--- src/rtl/hc_pkg.sv ---
// Shared types and widths for the clocked 74xx component models.
package hc_pkg;

    localparam int HC_ADDR_W   = 3;
    localparam int HC_SETTLE_W = 4;

    // Encoding matches the {le_n, mr_n} pin pair directly.
    typedef enum logic [1:0] {
        MODE_DEMUX  = 2'b00,
        MODE_LATCH  = 2'b01,
        MODE_CLEAR  = 2'b10,
        MODE_MEMORY = 2'b11
    } mode_e;

    typedef struct packed {
        logic                 mr_n;
        logic                 le_n;
        logic                 d;
        logic [HC_ADDR_W-1:0] a;
    } pins_t;

endpackage

--- src/rtl/hc259_if.sv ---
// Pin bundle of the 74HC259 addressable latch; master drives the inputs, slave drives Q.
interface hc259_if;

    logic p1, p2, p3;
    logic p13, p14, p15;
    logic p4, p5, p6, p7;
    logic p9, p10, p11, p12;

    modport master (
        output p1, p2, p3, p13, p14, p15,
        input  p4, p5, p6, p7, p9, p10, p11, p12
    );

    modport slave (
        input  p1, p2, p3, p13, p14, p15,
        output p4, p5, p6, p7, p9, p10, p11, p12
    );

endinterface

--- src/rtl/hc_sync.sv ---
// Pin input stage: 2-flop synchronizer when HC259_SYNC_EN is defined, else a single capture register.
module hc_sync #(
    parameter int               W         = 1,
    parameter logic [W-1:0]     RESET_VAL = '0
) (
    input  logic         clk,
    input  logic         rst,
    input  logic [W-1:0] d,
    output logic [W-1:0] q
);

`ifdef HC259_SYNC_EN
    logic [W-1:0] meta;

    always_ff @(posedge clk or posedge rst) begin
        if (rst) begin
            meta <= RESET_VAL;
            q    <= RESET_VAL;
        end else begin
            meta <= d;
            q    <= meta;
        end
    end
`else
    always_ff @(posedge clk or posedge rst) begin
        if (rst) q <= RESET_VAL;
        else     q <= d;
    end
`endif

endmodule

--- src/rtl/hc259.sv ---
// 74HC259 8-bit addressable latch with address-settle qualification.
// Input stage depth is selected by HC259_SYNC_EN (see hc_sync).
module hc259
    import hc_pkg::*;
#(
    parameter int unsigned SETTLE_CYCLES = 1
) (
    input  logic    clk,
    input  logic    rst,
    hc259_if.slave  pins
);

    localparam logic [HC_SETTLE_W-1:0] SETTLE_MAX = HC_SETTLE_W'(SETTLE_CYCLES);
    // Reset sample decodes as MEMORY at address 0.
    localparam pins_t PIN_RST = '{mr_n: 1'b1, le_n: 1'b1, d: 1'b0, a: '0};

    pins_t                  raw;
    pins_t                  smp;
    logic [HC_ADDR_W-1:0]   a_prev;
    logic [HC_SETTLE_W-1:0] cnt_q;
    logic [HC_SETTLE_W-1:0] cnt_cur;
    logic                   addr_ok;
    mode_e                  mode;
    logic [7:0]             q;
    logic [7:0]             q_next;

    assign raw = {pins.p15, pins.p14, pins.p13, pins.p3, pins.p2, pins.p1};

    hc_sync #(
        .W         ($bits(pins_t)),
        .RESET_VAL (PIN_RST)
    ) u_sync (
        .clk (clk),
        .rst (rst),
        .d   (raw),
        .q   (smp)
    );

    // Count for the address sampled this cycle, so a fresh address is never qualified.
    always_comb begin
        cnt_cur = '0;
        if (smp.a == a_prev)
            cnt_cur = (cnt_q >= SETTLE_MAX) ? SETTLE_MAX : cnt_q + 4'd1;
        addr_ok = (cnt_cur == SETTLE_MAX);
    end

    always_ff @(posedge clk or posedge rst) begin
        if (rst) begin
            a_prev <= '0;
            cnt_q  <= '0;
        end else begin
            a_prev <= smp.a;
            cnt_q  <= cnt_cur;
        end
    end

    assign mode = mode_e'({smp.le_n, smp.mr_n});

    always_comb begin
        q_next = q;
        case (mode)
            MODE_LATCH: if (addr_ok) q_next[smp.a] = smp.d;
            MODE_DEMUX: begin
                q_next = '0;
                if (addr_ok) q_next[smp.a] = smp.d;
            end
            MODE_CLEAR: q_next = '0;
            default:    q_next = q;
        endcase
    end

    always_ff @(posedge clk or posedge rst) begin
        if (rst) q <= '0;
        else     q <= q_next;
    end

    assign pins.p4  = q[0];
    assign pins.p5  = q[1];
    assign pins.p6  = q[2];
    assign pins.p7  = q[3];
    assign pins.p9  = q[4];
    assign pins.p10 = q[5];
    assign pins.p11 = q[6];
    assign pins.p12 = q[7];

endmodule
--- src/flat_wrapper.sv ---
// flat-port wrapper written by rule: the top's interface ports become plain ports
module hc259_flat import hc_pkg::*;
#(
    parameter int unsigned SETTLE_CYCLES = 1
)
  (clk, rst, pins_p1, pins_p2, pins_p3, pins_p13, pins_p14, pins_p15, pins_p4, pins_p5, pins_p6, pins_p7, pins_p9, pins_p10, pins_p11, pins_p12);
  hc259_if pins_i ();
  input  logic clk;
  input  logic rst;
  input wire logic [$bits(pins_i.p1)-1:0] pins_p1;
  input wire logic [$bits(pins_i.p2)-1:0] pins_p2;
  input wire logic [$bits(pins_i.p3)-1:0] pins_p3;
  input wire logic [$bits(pins_i.p13)-1:0] pins_p13;
  input wire logic [$bits(pins_i.p14)-1:0] pins_p14;
  input wire logic [$bits(pins_i.p15)-1:0] pins_p15;
  output wire logic [$bits(pins_i.p4)-1:0] pins_p4;
  output wire logic [$bits(pins_i.p5)-1:0] pins_p5;
  output wire logic [$bits(pins_i.p6)-1:0] pins_p6;
  output wire logic [$bits(pins_i.p7)-1:0] pins_p7;
  output wire logic [$bits(pins_i.p9)-1:0] pins_p9;
  output wire logic [$bits(pins_i.p10)-1:0] pins_p10;
  output wire logic [$bits(pins_i.p11)-1:0] pins_p11;
  output wire logic [$bits(pins_i.p12)-1:0] pins_p12;
  assign pins_i.p1 = pins_p1;
  assign pins_i.p2 = pins_p2;
  assign pins_i.p3 = pins_p3;
  assign pins_i.p13 = pins_p13;
  assign pins_i.p14 = pins_p14;
  assign pins_i.p15 = pins_p15;
  assign pins_p4 = pins_i.p4;
  assign pins_p5 = pins_i.p5;
  assign pins_p6 = pins_i.p6;
  assign pins_p7 = pins_i.p7;
  assign pins_p9 = pins_i.p9;
  assign pins_p10 = pins_i.p10;
  assign pins_p11 = pins_i.p11;
  assign pins_p12 = pins_i.p12;
  hc259 #(.SETTLE_CYCLES(SETTLE_CYCLES)) u_core (.clk(clk), .rst(rst), .pins(pins_i));
endmodule
--- config.mk ---
export PLATFORM = sky130hd
export DESIGN_NAME = hc259_flat
export DESIGN_NICKNAME = d
export VERILOG_FILES = /design/src/rtl/hc_pkg.sv /design/src/rtl/hc259_if.sv /design/src/rtl/hc_sync.sv /design/src/rtl/hc259.sv /design/src/flat_wrapper.sv
export SDC_FILE = /design/constraint.sdc
export NUM_CORES = 1
export LEC_CHECK = 0
export BUFFER_PORTS_ARGS = -buffer_cell sky130_fd_sc_hd__buf_2
export CORE_MARGIN = 1.5
export CORE_UTILIZATION = 55
export DETAILED_ROUTE_END_ITERATION = 10
export PLACE_DENSITY_LB_ADDON = 0.3
export SETUP_SLACK_MARGIN = 0.2
export SLEW_MARGIN = 40
export SYNTH_ARGS = -nofsm -noshare
export SYNTH_HDL_FRONTEND = slang
export SYNTH_SLANG_ARGS = --single-unit
export TNS_END_PERCENT = 30
--- constraint.sdc ---
create_clock -name clk -period 3.2 [get_ports clk]
set_input_delay 0.48 -clock clk [delete_from_list [all_inputs] [get_ports clk]]
set_output_delay 0.48 -clock clk [all_outputs]
set_load 0.02 [all_outputs]
Word-level counts from Yosys, hierarchy flattened --
Cells that the tools add are included.
Word-level totals: input bits 8, output and inout port bits 8, word-level logic and storage cells 26, bits in registers 21
Operators by class: equality and inequality tests 5, multiplexer cells 8, magnitude comparators 3, $add $sub $neg 1, bitwise operators 1, reduce and logical (&&, ||, !) cells 4
Operator list (number):
- $pmux W8 S3 | 1
- $mux W8 | 2
- $and A8 B8 Y8 | 1
- $bwmux W8 | 1
- $mux W4 | 2
- $add A4 B1 Y4 const B | 1
- $eq A4 B1 Y1 const B | 1
- $ge A4 B1 Y1 const B | 1
- $lt A3 B4 Y1 const B | 1
- $demux W1 S3 | 1
- $eq A3 B3 Y1 | 1
- $ge A3 B1 Y1 const B | 1
- $reduce_bool A3 Y1 | 1
- $eq A2 B1 Y1 const B | 1
- $eq A2 B2 Y1 const B | 1
- $logic_not A2 Y1 | 1
- $ne A2 B1 Y1 const B | 1
- $reduce_and A2 Y1 | 1
- $logic_and A1 B1 Y1 | 1
- $mux W1 | 1

Logic depth before layout (Yosys ltp) --
Gate-level depths: netlist of the first run.
depth in word-level cells 7, mapped depth 6, gate-level depth less buffers 6

Cells and area by module --
A second synthesis of the first run with hierarchy kept.
Second synthesis, totals: cell total of the unflattened synthesis 75, area, all modules 880.8 um^2
By module, submodules not included:
- hc259 | area each 724.4 um^2, sequential area each 375.4 um^2, instances 1, cells each 68
- hc_sync | area each 156.4 um^2, sequential area each 152.6 um^2, instances 1, cells each 7

Worst setup path after synthesis of the first run --
Ideal clock, no wire load.
kind register to register, from register u_core.cnt_q[0], to register (tool-made name), data arrival time 1.425 ns, stages on the path, launching flop included 6, buffers on the path 0, setup slack 1.647 ns, setup time 0.129 ns, period minus slack after synthesis 1.553 ns, required time 3.071 ns, cell sequence dfrtp_1 -> inv_1 -> ha_1 -> o31ai_2 -> nand4b_1 -> mux2i_1
RTL lines:
- start, declared | RTL line hc259.sv:20 | logic [HC_SETTLE_W-1:0] cnt_q;
- start signal, assigned | RTL line hc259.sv:53 | cnt_q <= cnt_cur;

==> out/metrics.cfg, run 1 <==
[run_status]
status = completed

[synthesis]
yosys_most_used_dff = dfrtp_1
yosysTopAreaCellShare_pct = 52.3
postSynthAreaPerCell_sq_um = 13.2
seq_area_frac_synth_pct = 58.0
ys_ff_latch = 21
synth_area_leader_cell = dfrtp_1
synth.yosys.warnings = 0
syn-cell-area_sq_um = 910
netlist-cell-type-count = 21
post_synth_main_area_contributors = dfrtp_1 (52%), mux2i_1 (8.8%), dfstp_2 (5.8%)
postSynthNetCount = 80
synth-edff-count = 0
synthesis.instances = 69
synthArstFlopShare_pct = 100

[layout]
final_layout_size_suffix_gt1_share_pct = 32.9
area_delta_synth_final_pct = 10.6
stdcell_area_sq_um = 1010
insertedDiodeCount = 0
nets = 97

[route]
postRouteWirelength_um = 1320
detail_route.drc_violations = 0
detail-route-antenna-nets = 0
detail_route.wl_per_cell_um = 13.1
routed-via-count = 555
dr.first_iter.drc_count = 8
firstDrtPassIters = 4
post_drt_via_cell_ratio = 5.50

[job]
drv_cap = 0

[pwr]
power.ir.vdd_worst_mv = 0.313
internal-power_mw = 0.336
power_switching_share_pct = 23.8
power.net_switching_mw = 0.105
power_share_of_the_clock_group_pct = 27.3
pwr-share-comb_pct = 8.2
power.leakage_nw = 0.534
power-per-cell-area_nw_per_um2 = 438
pwr-share-seq_pct = 64.5

[placement]
place.gp.congestion = 0.700
placement.cell_area_sq_um = 978
io_buffer_count = 15
dp_hpwl_um = 979

[worst_setup_path]
cp-startpoint = u_core.cnt_q[0]$_DFF_PP0_
arrival_ps = 1950
critPathBufInv = 1
worstSetupEndpointType = flip-flop
type_of_element_launching_the_critical_path = flip-flop
timing.critical_path.max_delay_family = compound AO/OA/AOI/OAI gates
cp.required_ps = 3390
worstRegToRegCells = 5
timing_worst_setup_path_type = reg -> reg
critPathSlowestCell = o31ai_2
worst_r2r_startpoint = u_core.cnt_q[0]$_DFF_PP0_
critPathMaxFanout = 8
timing.critical_path.cells = inv_1 > ha_1 > o31ai_2 > nand4_1 > mux2i_1
reg2reg_setup_slack_ps = 1430
cpPeakStageDelay_ps = 460

[timing]
hold_violations = 0
post-route-min-period_ps = 1770
timing.fmax_mhz = 566
final-setup-viol-count = 0
max-slew-margin-rel_pct = 64.5
rsz0062_at_grt = false
timing_max_transition_violations_final = 0
clock-skew-final_ps = 2.12
layout_worst_path_cycle_share_pct = 55.3
timing.setup.tns_ps = 0
tightest_pin_transition_ps = 530

[global_route]
grt_util_all_layers_pct = 17.0
maximum_number_of_pins_on_one_net_before_global_route_repair = 22
first_global_vias = 545
grt_antenna_before_repair = 0
globalRouteOverflowTotal = 0
global_route_wire_length_before_repair_um = 2270

[floorplanning]
effective_utilization_at_floorplan_pct = 59.7
design.die.area_sq_um = 1910
die_w_um = 43.7
top_level_ports = 16
rows = 14
die_h_um = 43.7
core_area_sq_um = 1520

[cts]
cts.repair_timing.setup_buffer_count = 0
post_cts_hold_buffer_count = 0
tritoncts_clock_tree = done
cts.clk_slew.worst_paths_ps = 100
max-clock-path-buffers = 2
clock-root-buffer = clkbuf_4
insertion_delay_ps = 300
cts_num_sinks = 21
cts_max_level = 1
post_cts_resize_count = 0
cts_buffers = 3

[worst_hold_path]
worst_hold_path_type = in -> async

==> kinds of logic after synthesis <==
logic type                 synth area share (%)
and+or+nand+nor                            18.2
xor gates and xnor gates                   3.71
buffers and inverters                      4.54
other                                     0.412
AOI/OAI and AO/OA                          2.20
DFF                                        58.0
muxes                                      8.80
adders and majority gates                  4.13
==> worst register-to-register path: stages (launching register included) <==
cell	delay (ps)
dfrtp_1	440
inv_1	70
ha_1	310
o31ai_2	460
nand4_1	220
mux2i_1	160
==> layout by cell type (no fill, tap or decap), drive strengths merged, types with 2 or more instances in the layout <==
cell,count
nand4b,4
dfrtp,19
nor3,2
inv,4
xor2,3
dfstp,2
nand4,4
nor3b,2
and3,2
clkbuf,3
mux2i,8
nand2,8
ha,3
buf,15
==> metal layers <==
metal	share of wire [%]	routed length, um	track usage (%)
met1	45	596	20.4
met2	49	645	27.6
met3	3.3	44	2.50
met4	2.7	36	12.7
met5	0	0	0
==> cell type report <==
class / instances / area, sq um
Clock inverter: 1 / 5.00
Clock buffer: 3 / 22.5
Fill cell: 120 / 518
Multi-Input combinational cell: 41 / 340
Tap cell: 16 / 20.0
Sequential cell: 21 / 528
Timing Repair Buffer: 15 / 75.1
Inverter: 4 / 15.0
==> cells in the mapped netlist, drive strengths merged, types with 2 or more instances <==
| master | n |
|---|---|
| nand4 | 4 |
| dfrtp | 19 |
| inv | 4 |
| nor3b | 2 |
| xor2 | 3 |
| ha | 3 |
| dfstp | 2 |
| buf | 3 |
| mux2i | 8 |
| and3 | 2 |
| nand2 | 8 |
| nand4b | 4 |
| nor3 | 2 |
==> worst max path at each step <==
stage / end / cells after the start
finish: flip-flop / 5
global route: flip-flop / 5
CTS: flip-flop / 5
detailed placement: flip-flop / 5
global placement: flip-flop / 5
floorplan: flip-flop / 5
==> per-stage QoR <==
| stage | power [mW] | hold WS (ps) | instances | utilization (%) | setup WS, ps |
|---|---|---|---|---|---|
| 2_1_floorplan | 0.318 | 374 | 69 | - | 1650 |
| 5_1_grt | 0.462 | 184 | 101 | 66.0 | 1280 |
| 3_3_place_gp | 0.324 | 466 | 97 | 64.2 | 1530 |
| 3_5_place_dp | 0.326 | 472 | 97 | 64.2 | 1450 |
| 6_report | 0.441 | 151 | 101 | 66.0 | 1430 |
| 4_1_cts | 0.448 | 250 | 101 | 66.0 | 1430 |
==> power by group through the flow <==
stage,logic [mW],clock network (mW),registers (mW)
2_1_floorplan,0.0312,0,0.286
3_3_place_gp,0.0353,0,0.289
3_5_place_dp,0.0363,0,0.289
4_1_cts,0.0365,0.127,0.284
5_1_grt,0.0411,0.135,0.286
6_report,0.0361,0.120,0.284
No activity file was read; power rests on OpenSTA's default activity.
==> run 2: changes to the inputs <==
--- a/config.mk
+++ b/config.mk
@@ -7,7 +7,7 @@
 export LEC_CHECK = 0
 export BUFFER_PORTS_ARGS = -buffer_cell sky130_fd_sc_hd__buf_2
 export CORE_MARGIN = 1.5
-export CORE_UTILIZATION = 55
+export CORE_UTILIZATION = 47
 export DETAILED_ROUTE_END_ITERATION = 10
 export PLACE_DENSITY_LB_ADDON = 0.3
 export SETUP_SLACK_MARGIN = 0.2
==> constraint.sdc (replaced) <==
create_clock -name clk -period 1.47 [get_ports clk]
set_input_delay 0.2205 -clock clk [delete_from_list [all_inputs] [get_ports clk]]
set_output_delay 0.2205 -clock clk [all_outputs]
set_load 0.02 [all_outputs]
==> run 2 against run 1 <==
The run now ends with negative setup slack left; non-clock buffer count grew 10; largest power group unchanged; combinational power grew to 3.5 times the previous value; hold slack worse by 130 ps.
==> out/metrics.cfg, run 2 (synthesis results as in run 1) <==
[run_status]
status = finished, violations left
violations_in_the_final_reports = negative setup slack

[placement]
dp_worst_setup_slack_ps = -110  ; -1560 ps
place.gp.congestion = 0.706  ; +0.93%
dp_hpwl_um = 1040  ; +6.2%
numPlacedInstances = 111  ; +14%
placement.cell_area_sq_um = 1070  ; +9.5%
io_buffer_count = 15  ; unchanged

[route]
routed-via-count = 588  ; +5.9%
dr.first_iter.drc_count = 9  ; +1
detail_route.drc_violations = 0  ; unchanged
detail-route-antenna-nets = 0  ; unchanged
detail_route.wl_per_cell_um = 11.9  ; -8.7%
postRouteWirelength_um = 1430  ; +8.5%
post_drt_via_cell_ratio = 4.90  ; -11%
firstDrtPassIters = 3  ; -1

[cts]
cts_buffers = 3  ; unchanged
max-clock-path-buffers = 2  ; unchanged
cts_max_level = 1  ; unchanged
cts_num_sinks = 21  ; unchanged
cts.clk_slew.worst_paths_ps = 120  ; +20 ps
tritoncts_clock_tree = done
insertion_delay_ps = 310  ; about the same
clock-root-buffer = clkbuf_4

[layout]
insertedDiodeCount = 0  ; unchanged
nets = 107  ; +10%
total_area_of_multi_input_combinational_cells_sq_um = 387  ; +14%
final_layout_size_suffix_gt1_share_pct = 41.1  ; +8.1 points
regArea_sq_um = 529  ; +0.24%
layout.filler_cells = 156  ; +30%
mostFrequentLayoutCell = dfrtp_1
most-common-layout-cells = dfrtp_1 (18), buf_2 (15), nand2_1 (8), mux2i_1 (8), buf_4 (6)
finish.cell_count_without_fillers = 120  ; +19%
area_delta_synth_final_pct = 26.4
stdcell_area_sq_um = 1150  ; +14%

[worst_setup_path]
critPathMaxFanout = 8  ; unchanged
timing.critical_path.max_delay_family = simple AND/OR/NAND/NOR gates
arrival_ps = 1790  ; -160 ps
cpPeakStageDelay_ps = 460  ; about the same
timing.critical_path.cells = ha_4 > nor4b_4 > o31ai_4 > nand4b_1 > mux2i_1
critPathSlowestCell = dfrtp_2
worstRegToRegCells = 5  ; unchanged
worst_r2r_startpoint = u_core.cnt_q[0]$_DFF_PP0_
reg2reg_setup_slack_ps = -80  ; -1520 ps
cp.required_ps = 1710  ; -1680 ps
type_of_element_launching_the_critical_path = flip-flop
critPathBufInv = 0  ; -1
timing_worst_setup_path_type = reg -> reg
worstSetupEndpointType = flip-flop
critical_path_depth = 5  ; unchanged

[floorplanning]
die_w_um = 47.0  ; +7.6%
top_level_ports = 16  ; unchanged
design.die.area_sq_um = 2210  ; +16%
core_area_sq_um = 1760  ; +16%
rows = 15  ; +1
die_h_um = 47.0  ; +7.6%
effective_utilization_at_floorplan_pct = 51.6  ; -8.1 points

[timing]
rsz0062_at_grt = true
hold_violations = 0  ; unchanged
worst_slack_ps = -83.6  ; -1520 ps
clock-skew-final_ps = 11.5  ; +9.37 ps
timing.fmax_mhz = 644  ; +14%
final-setup-viol-count = 8  ; +8
timing_max_transition_violations_final = 0  ; unchanged
timing.setup.tns_ps = -479  ; -479 ps
post-route-min-period_ps = 1550  ; -215 ps
layout_worst_path_cycle_share_pct = 106  ; +50 points

[worst_hold_path]
cells_on_worst_hold_path = 1
worstHoldStart = pins_p1
worst_hold_path_type = in -> reg
min_to = u_core.u_sync.q[0]$_DFF_PP0_

[global_route]
maximum_number_of_pins_on_one_net_before_global_route_repair = 22  ; unchanged
globalRouteOverflowTotal = 0  ; unchanged
first_global_vias = 551  ; +1.1%
grt_antenna_before_repair = 0  ; unchanged
grt_util_all_layers_pct = 15.4  ; -1.7 points
global_route_wire_length_before_repair_um = 2260  ; -0.31%

[pwr]
power.leakage_nw = 0.594  ; +11%
fin_total_pwr_mw = 1.01  ; +130%
power-per-cell-area_nw_per_um2 = 882  ; +100%
power.ir.vdd_worst_mv = 0.586  ; +87%

[job]
drv_cap = 0  ; unchanged

## run 2: cell count changes in the layout (fill, tap and decap cells not counted), moves of 2 or more
| cell | before | now |
|---|---|---|
| ha_1 | 3 | 1 |
| buf_4 | 0 | 6 |
| ha_4 | 0 | 2 |
| dlygate4sd3_1 | 0 | 4 |
## run 2: timing repair
action                                  in CTS  in global routing
buffers inserted                             0                  1
endpoints found under the setup margin      11                 11
hold endpoints to repair                    22                  0
pin swaps                                    2                  4
hold buffers                                 4                  0
gates resized for setup                      0                  2
## run 2: worst max path at each step
stage | from | endpoint | slack [ps]
2_1_floorplan | u_core.cnt_q[0]$_DFF_PP0_ | flip-flop | 20
3_3_place_gp | u_core.cnt_q[0]$_DFF_PP0_ | flip-flop | -70
3_5_place_dp | u_core.cnt_q[0]$_DFF_PP0_ | flip-flop | -110
4_1_cts | u_core.cnt_q[0]$_DFF_PP0_ | flip-flop | -130
5_1_grt | u_core.cnt_q[0]$_DFF_PP0_ | flip-flop | -200
6_report | u_core.cnt_q[0]$_DFF_PP0_ | flip-flop | -80
## run 2: area by class of cell
| class | count | area share, % |
|---|---|---|
| Clock buffer | 3 | 1.96 |
| Tap cell | 25 | 2.72 |
| Multi-Input combinational cell | 41 | 33.6 |
| Sequential cell | 21 | 46.0 |
| Clock inverter | 1 | 0.435 |
| Timing Repair Buffer | 25 | 13.9 |
| Inverter | 4 | 1.31 |
## run 2: worst register-to-register path, stage by stage, from the launching register on
cell	delay [ps]
dfrtp_2	460
ha_4	180
nor4b_4	320
o31ai_4	180
nand4b_1	160
mux2i_1	200
## run 2: metrics by stage
step                hold WS [ps]  util [%]
floorplan                    195         -
global placement             255      60.7
detailed placement           265      60.7
CTS                         2.92      64.5
global route                4.48      65.2
finish                      17.6      65.2
## run 2: power by group
part / leakage [nW] / switching [mW] / internal, mW / total, mW
clock network: 0.0177 / 0.171 / 0.102 / 0.273
registers: 0.266 / 0.0166 / 0.599 / 0.615
logic: 0.310 / 0.0631 / 0.0626 / 0.126
total: 0.594 / 0.251 / 0.763 / 1.01
## run 2: layer usage
metal	track usage, %	up-vias	part of all wire (%)
li1	-	289	-
met4	11.7	0	2.8
met5	0	-	0
met3	2.31	5	3.6
met1	18.4	278	46
met2	24.9	16	48
==> run 3: changes to the inputs <==
--- a/config.mk
+++ b/config.mk
@@ -7,8 +7,10 @@
 export LEC_CHECK = 0
 export BUFFER_PORTS_ARGS = -buffer_cell sky130_fd_sc_hd__buf_2
 export CORE_MARGIN = 1.5
-export CORE_UTILIZATION = 47
+export CORE_UTILIZATION = 50
+export CTS_BUF_LIST = sky130_fd_sc_hd__clkbuf_4
 export DETAILED_ROUTE_END_ITERATION = 10
+export GPL_ROUTABILITY_DRIVEN = 0
 export PLACE_DENSITY_LB_ADDON = 0.3
 export SETUP_SLACK_MARGIN = 0.2
 export SLEW_MARGIN = 40
==> run 3 against run 2 <==
The run still ends with negative setup slack left; wire length up 1.0%; non-clock buffer count up 1; combinational power about the same; sequential share of layout area is 0.25 points lower; critical path type unchanged.
==> out/metrics.cfg, run 3 (synthesis results as in run 1) <==
[global_route]
grt_util_all_layers_pct = 17.1  ; +1.7 points
global_route_wire_length_before_repair_um = 2440  ; +7.9%
first_global_vias = 581  ; +5.4%
globalRouteOverflowTotal = 0  ; unchanged
grt_antenna_before_repair = 0  ; unchanged
maximum_number_of_pins_on_one_net_before_global_route_repair = 22  ; unchanged

[timing]
post-route-min-period_ps = 1560  ; +9.07 ps
worst_slack_ps = -92.6  ; -9.07 ps
timing.fmax_mhz = 640  ; -0.58%
rsz0062_at_grt = true
layout_worst_path_cycle_share_pct = 106  ; +0.62 points
clock-skew-final_ps = 4.06  ; -7.42 ps
final-setup-viol-count = 8  ; unchanged
timing_max_transition_violations_final = 0  ; unchanged
hold_violations = 0  ; unchanged

[layout]
insertedDiodeCount = 0  ; unchanged
finish.cell_count_without_fillers = 121  ; +0.83%
mostFrequentLayoutCell = dfrtp_1
stdcell_area_sq_um = 1160  ; +0.54%
area_delta_synth_final_pct = 27.1
nets = 108  ; +0.93%
layout.filler_cells = 128  ; -18%
most-common-layout-cells = dfrtp_1 (18), buf_2 (15), nand2_1 (8), mux2i_1 (8), buf_4 (6)
final_layout_size_suffix_gt1_share_pct = 39.6  ; -1.5 points

[pwr]
power.leakage_nw = 0.597  ; +0.53%
power-per-cell-area_nw_per_um2 = 883  ; +0.14%
power.ir.vdd_worst_mv = 0.651  ; +11%
fin_total_pwr_mw = 1.02  ; +0.69%

[worst_setup_path]
timing.critical_path.max_delay_family = flip-flops
critPathSlowestCell = dfrtp_2
worstSetupEndpointType = flip-flop
reg2reg_setup_slack_ps = -90  ; about the same
cpPeakStageDelay_ps = 470  ; about the same
timing_worst_setup_path_type = reg -> reg
worstRegToRegCells = 4  ; -1
critPathBufInv = 0  ; unchanged
critPathMaxFanout = 8  ; unchanged
worst_r2r_startpoint = u_core.cnt_q[0]$_DFF_PP0_
timing.critical_path.cells = ha_1 > o31ai_4 > nand4b_1 > mux2i_1
cp.required_ps = 1660  ; -50 ps
arrival_ps = 1760  ; -30 ps
type_of_element_launching_the_critical_path = flip-flop

[placement]
numPlacedInstances = 112  ; +0.90%
dp_hpwl_um = 1050  ; +0.87%
io_buffer_count = 15  ; unchanged
placement.cell_area_sq_um = 1080  ; +0.70%

[floorplanning]
effective_utilization_at_floorplan_pct = 53.3  ; +1.7 points
core_area_sq_um = 1710  ; -3.2%
design.die.area_sq_um = 2080  ; -5.6%
rows = 15  ; unchanged
top_level_ports = 16  ; unchanged
die_h_um = 45.7  ; -2.9%
die_w_um = 45.7  ; -2.9%

[job]
drv_cap = 0  ; unchanged

[worst_hold_path]
worst_hold_path_type = in -> reg
worstHoldStart = pins_p1
cells_on_worst_hold_path = 1  ; unchanged
min_to = u_core.u_sync.q[0]$_DFF_PP0_

[route]
dr.first_iter.drc_count = 3  ; -6
post_drt_via_cell_ratio = 4.91  ; +0.19%
firstDrtPassIters = 3  ; unchanged
detail_route.wl_per_cell_um = 12.0  ; +0.21%
detail-route-antenna-nets = 0  ; unchanged
detail_route.drc_violations = 0  ; unchanged
postRouteWirelength_um = 1450  ; +1.0%
routed-via-count = 594  ; +1.0%

[cts]
cts.clk_slew.worst_paths_ps = 120  ; about the same
clock-root-buffer = clkbuf_4
cts_num_sinks = 21  ; unchanged
cts.repair_timing.setup_buffer_count = 0  ; unchanged
insertion_delay_ps = 310  ; about the same
cts_buffers = 3  ; unchanged
max-clock-path-buffers = 2  ; unchanged
tritoncts_clock_tree = done
cts_max_level = 1  ; unchanged

[run_status]
status = finished, violations left
violations_in_the_final_reports = negative setup slack

==> run 3: cell count changes in the layout (fill, tap and decap cells not counted) <==
cell,before,now
a21boi_0,0,1
a21boi_2,1,0
dlygate4sd3_1,4,5
==> run 3: layout make-up <==
class / count / area, sq um / area share (%)
Sequential cell: 21 / 529 / 45.8
Multi-Input combinational cell: 41 / 383 / 33.1
Timing Repair Buffer: 26 / 170 / 14.7
Tap cell: 25 / 31.3 / 2.71
Clock buffer: 3 / 22.5 / 1.95
Inverter: 4 / 15.0 / 1.30
Clock inverter: 1 / 5.00 / 0.433
==> run 3: timing repair <==
| action | in CTS | in global routing |
|---|---|---|
| hold buffers | 3 | 2 |
| gates resized for setup | 0 | 0 |
| endpoints found under the hold margin | 21 | 2 |
| pin swaps | 2 | 3 |
| endpoints found under the setup margin | 8 | 11 |
==> run 3: worst max path at each step <==
stage | start | endpoint | slack [ps] | depth (start not counted)
after detailed placement | u_core.cnt_q[1]$_DFF_PP0_ | flip-flop | -110 | 5
after CTS | u_core.cnt_q[1]$_DFF_PP0_ | flip-flop | -110 | 5
final | u_core.cnt_q[0]$_DFF_PP0_ | flip-flop | -90 | 4
after global routing | u_core.cnt_q[1]$_DFF_PP0_ | flip-flop | -220 | 6
after global placement | u_core.cnt_q[1]$_DFF_PP0_ | flip-flop | -60 | 5
after floorplan | u_core.cnt_q[0]$_DFF_PP0_ | flip-flop | 20 | 5
==> run 3: worst register-to-register path: stages (launching register included) <==
cell and delay, ps:
dfrtp_2 470, ha_1 250, o31ai_4 390, nand4b_1 190
mux2i_1 150
==> run 3: layer usage <==
layer | routed length, um | global-route usage [%] | vias to the layer above
met2 | 689 | 26.2 | 15
met5 | 0 | 0 | -
li1 | - | - | 291
met1 | 667 | 21.3 | 283
met4 | 40 | 12.4 | 0
met3 | 50 | 3.17 | 5
==> run 3: power by group <==
| group | internal (mW) | switching (mW) | leakage [nW] |
|---|---|---|---|
| registers | 0.599 | 0.0166 | 0.266 |
| logic | 0.0620 | 0.0635 | 0.314 |
| clock network | 0.102 | 0.179 | 0.0177 |
| total | 0.762 | 0.259 | 0.597 |
==> run 3: stage by stage <==
step	util, %	setup slack [ps]	hold WS [ps]	TNS (ps)
after global routing	67.7	-221	3.31	-1280
after CTS	66.5	-107	1.13	-697
final	67.7	-92.6	8.49	-591
after detailed placement	63.2	-112	262	-717
after global placement	63.2	-61.4	254	-330
after floorplan	-	15.2	195	0
